$ cat config.mk
export PLATFORM = sky130hd
export DESIGN_NAME = serial_add_ctrl
export DESIGN_NICKNAME = d
export VERILOG_FILES = /design/src/rtl/serial_add_ctrl.sv
export SDC_FILE = /design/constraint.sdc
export NUM_CORES = 1
export LEC_CHECK = 0
export CORE_UTILIZATION = 49
export CTS_CLUSTER_SIZE = 16
export DETAILED_ROUTE_END_ITERATION = 8
export GPL_TIMING_DRIVEN = 0
export PLACE_DENSITY = 0.8
export SLEW_MARGIN = 0
export SYNTH_ARGS = -nofsm -noshare
export SYNTH_HDL_FRONTEND = slang
export SYNTH_SLANG_ARGS = --single-unit
$ cat constraint.sdc
create_clock -name clk -period 2.25 [get_ports clk]
set_input_delay 0.225 -clock clk [delete_from_list [all_inputs] [get_ports clk]]
set_output_delay 0.225 -clock clk [all_outputs]
set_load 0.005 [all_outputs]
$ cat src/rtl/serial_add_ctrl.sv
// Bit-serial adder controller driving an external 1-bit full-adder cell.
// Operands are captured on start; one bit is processed per clock, LSB first.
module serial_add_ctrl #(
    parameter int WIDTH = 8
) (
    input  logic             clk,
    input  logic             rst,
    input  logic             start,
    input  logic [WIDTH-1:0] a,
    input  logic [WIDTH-1:0] b,
    input  logic             cin,
    output logic             fa_a,
    output logic             fa_b,
    output logic             fa_ci,
    input  logic             fa_o,
    input  logic             fa_co,
    output logic             busy,
    output logic             done,
    output logic [WIDTH-1:0] sum,
    output logic             cout,
    output logic             ovf
);

    localparam int CW = (WIDTH > 2) ? $clog2(WIDTH) : 1;

    localparam logic [1:0] S_IDLE = 2'd0;
    localparam logic [1:0] S_RUN  = 2'd1;
    localparam logic [1:0] S_DONE = 2'd2;

    localparam logic [CW-1:0] LAST = CW'(WIDTH - 1);

    logic [1:0]       state_q, state_d;
    logic [CW-1:0]    cnt_q, cnt_d;
    logic [WIDTH-1:0] a_q, a_d;
    logic [WIDTH-1:0] b_q, b_d;
    logic             carry_q, carry_d;
    logic [WIDTH-1:0] sum_q, sum_d;
    logic             cout_q, cout_d;
    logic             ovf_q, ovf_d;
    logic             run;

    // Cell inputs are only presented while a bit is being processed
    assign run   = (state_q == S_RUN);
    assign fa_a  = run & a_q[cnt_q];
    assign fa_b  = run & b_q[cnt_q];
    assign fa_ci = run & carry_q;

    assign busy = (state_q == S_RUN) || (state_q == S_DONE);
    assign done = (state_q == S_DONE);
    assign sum  = sum_q;
    assign cout = cout_q;
    assign ovf  = ovf_q;

    // Next-state: capture on start, one bit per cycle, single-cycle done
    always_comb begin
        state_d = state_q;
        cnt_d   = cnt_q;
        a_d     = a_q;
        b_d     = b_q;
        carry_d = carry_q;
        sum_d   = sum_q;
        cout_d  = cout_q;
        ovf_d   = ovf_q;
        unique case (state_q)
            S_IDLE: begin
                if (start) begin
                    a_d     = a;
                    b_d     = b;
                    carry_d = cin;
                    cnt_d   = '0;
                    state_d = S_RUN;
                end
            end
            S_RUN: begin
                sum_d[cnt_q] = fa_o;
                carry_d      = fa_co;
                if (cnt_q == LAST) begin
                    // Overflow: carry into MSB differs from carry out of it
                    cout_d  = fa_co;
                    ovf_d   = fa_ci ^ fa_co;
                    state_d = S_DONE;
                end else begin
                    cnt_d = cnt_q + CW'(1);
                end
            end
            S_DONE: begin
                state_d = S_IDLE;
            end
            default: begin
                state_d = S_IDLE;
            end
        endcase
    end

    // State registers, cleared asynchronously
    always_ff @(posedge clk or posedge rst) begin
        if (rst) begin
            state_q <= S_IDLE;
            cnt_q   <= '0;
            a_q     <= '0;
            b_q     <= '0;
            carry_q <= 1'b0;
            sum_q   <= '0;
            cout_q  <= 1'b0;
            ovf_q   <= 1'b0;
        end else begin
            state_q <= state_d;
            cnt_q   <= cnt_d;
            a_q     <= a_d;
            b_q     <= b_d;
            carry_q <= carry_d;
            sum_q   <= sum_d;
            cout_q  <= cout_d;
            ovf_q   <= ovf_d;
        end
    end

endmodule

==> results.md <==
* RSZ-0062 raised after global routing: false
* Cell taking the most area after synthesis: dfrtp_1
* ANT nets after route at 0
* # diodes at 0
* Initial antenna violation count at 0
* TritonCTS Buffers at 5
* IO Count at 37
* Xor/xnor share of the synthesized area at 0.553%
* P_leak at 0.000906 uW
* Largest net degree at the start of global routing at 33
* Total power at 2660 uW
* Largest family of logic cells by synthesized area: multiplexers
* Die ar. at 3460 sq um
* Nets@finish at 196
* Vias in the first global route at 1115
* Post-Syn Nets at 151
* Maximum clock path buffer count at 2
* Reg2Reg Depth at 5
* Slew headroom at 72.6%
* F_max at 0.473 GHz
* Layout cells sized above 1 at 25.6%
* Max-slew violation count at 0
* Crit Path Category: flop to primary output
* Synth-to-layout area growth at 31.9%
* Crit path arrival time at 1.89 ns
* YS warnings at 0
* CP endpoint kind: primary output
* # setup viols final at 0
* Cell Rows at 20
* Highest Signal Layer: met4
* Period minus WS final at 2.11 ns
* Status: finished clean
* Post-synthesis cell type count at 24
* DRT iter0 DRCs at 13
* Synthesized instance count at 122
* Post-synthesis mux area share at 27.7%
* Worst VDD drop at 0.000578 V
* TritonCTS clock tree: yes
* Yosys top cell area share at 50.6%
* Setup TNS at 0 ns
* Vias post-DR at 1068
* Synth Area in Simple Gates at 8.30%
* Hold-fix buffers, CTS at 0
* Drt drc at 0
* Adder-cell share of the synthesized area at 5.53%
* Place WS at 0.0825 ns
* Worst Skew at 0.00642 ns
* Synth Register Bits at 32
* H-tree depth at 2
* First-pass iteration count of the detailed router at 4
* Syn Area/Cell at 13.0 sq um
* Num Clock Sinks at 32
* Number of port buffers at 36
* Die width at 58.8 microns
* Initial Util at 51.8%
* Fillers at 255
* Hpwl dp at 2170 microns
* CTS clk-pin slew, worst paths at 0.10 ns
* Met1 WL at 1190 microns
* Synth top area cells: dfrtp_1 51%, mux2_2 18%, mux2i_1 6.3%, ha_1 5.5%, mux4_2 2.8%
* Register area share after synthesis at 50.6%
* Final Hold Fails at 0
* Worst Slack Setup Final at 0.138 ns
* Skew-Pair Late Insertion Delay at 0.33 ns
* Routed len/inst at 13.3 microns
* Post-synthesis compound-gate area fraction at 2.77%
* Commonest non-fill, non-tap cell in the layout: clkdlybuf4s50_1
* Hold Crit Class: primary input to asynchronous set/reset pin
* First-pass GRT wire length at 4910 microns
* Final period util at 93.9%
* RePlAce Congestion at 0.772
* Final design utilization at 68.4%
* Area of the core at 3050 sq um
* Tightest Pin Transition at 0.411 ns
* Pwr/cell area at 1280 nW/um^2
* Filler-free cell count of the finished design at 212
* CTS Root Buffer Type: clkbuf_4
* Routed WL at 2810 microns
* Placed cell count at 202
* Synthesized area at 1580 sq um
* Startpoint class of the critical path: flop
* Tot GR Track Use at 19.6%
* Worst Path Max Fanout at 6
* Register area at 801 sq um
* Most frequent cells in the layout: 34 x clkdlybuf4s50_1, 32 x dfrtp_1, 26 x mux2_2
* Max Cap Viol at 0
* Die height at 58.8 microns
* Multi-input logic area at 712 sq um
* Worst endpoint required time at 2.03 ns
* DR vias/cell at 5.04
* DR WL met3 at 151 microns
* WL met2 at 1430 microns
* Grt total ovfl at 0
[timing repair]
action	CTS	global route
gates resized for setup	4	1
endpoints found under the setup margin	2	1
buffers inserted	1	0
hold endpoints to repair	0	0
[area by class of cell]
type	count	share of cell area, %
Buffer	5	2.22
Clock buffer	8	2.82
Inverter	7	1.26
Multi-Input combinational cell	78	34.1
Sequential cell	32	38.3
Tap cell	44	2.64
Timing Repair Buffer	38	18.6
[worst max-delay path: stages, from the launching register on]
cell	delay, ns
dfrtp_1	0.42
buf_6	0.15
buf_4	0.15
mux2i_1	0.12
mux4_2	0.46
nor2b_2	0.13
clkbuf_2	0.12
[sequential cells by signal, indices dropped and copies added, names as in the netlist]
signal   cells
state_q      2
ovf          1
a_q          8
sum          8
cout         1
b_q          8
cnt_q        3
carry_q      1
[where the power goes]
group | switching (uW) | leakage (uW) | internal (uW)
Sequential | 161 | 0.000381 | 858
Combinational | 501 | 0.000493 | 804
Clock | 186 | 0.0000326 | 154
[per-stage QoR]
step | instance area [sq um] | hold WS, ns
2_1_floorplan | 1580 | 0.341
3_3_place_gp | 2000 | 0.466
3_5_place_dp | 2000 | 0.491
4_1_cts | 2070 | 0.485
5_1_grt | 2090 | 0.184
6_report | 2090 | 0.178
[worst paths after layout]
| path | startpoint | endpoint | slack [ns] |
|---|---|---|---|
| worst max register to register | state_q[0] | b_q[5] | 0.43 |
| worst max-delay path | cnt_q[0] | fa_a | 0.14 |
| worst min-delay path | rst | b_q[4] | 0.18 |
| max in group asynchronous | rst | a_q[5] | 1.62 |
| min in group clk | b[0] | b_q[0] | 0.50 |
| worst min register to register | ovf | ovf | 0.50 |
[cells in the mapped netlist, drive strengths merged]
library cell,count
dfrtp,32
mux2,26
mux2i,10
ha,7
inv,7
buf,5
nand2,5
nand4,4
nor2,3
nor2b,3
nor3,3
o21ai,3
a21oi,2
mux4,2
nand2b,2
nand3,2
and2,1
nor3b,1
o211a,1
o311ai,1
or3,1
xnor2,1
[cell families (layout without fill, tap and decap cells)]
group	count (synthesis)	in the layout
buffers and inverters	12	58
and+or+nand+nor	25	25
adders and majority gates	7	7
xor gates and xnor gates	1	1
muxes	38	38
AOI/OAI and AO/OA	7	7
DFF	32	32
[per-layer routing]
| layer | vias to the layer above | track usage (%) |
|---|---|---|
| met4 | 0 | 6.46 |
| li1 | 523 | - |
| met5 | - | 0 |
| met1 | 508 | 23.1 |
| met3 | 6 | 7.47 |
| met2 | 31 | 33.0 |
Note: power is estimated with default switching activity, not from simulation.
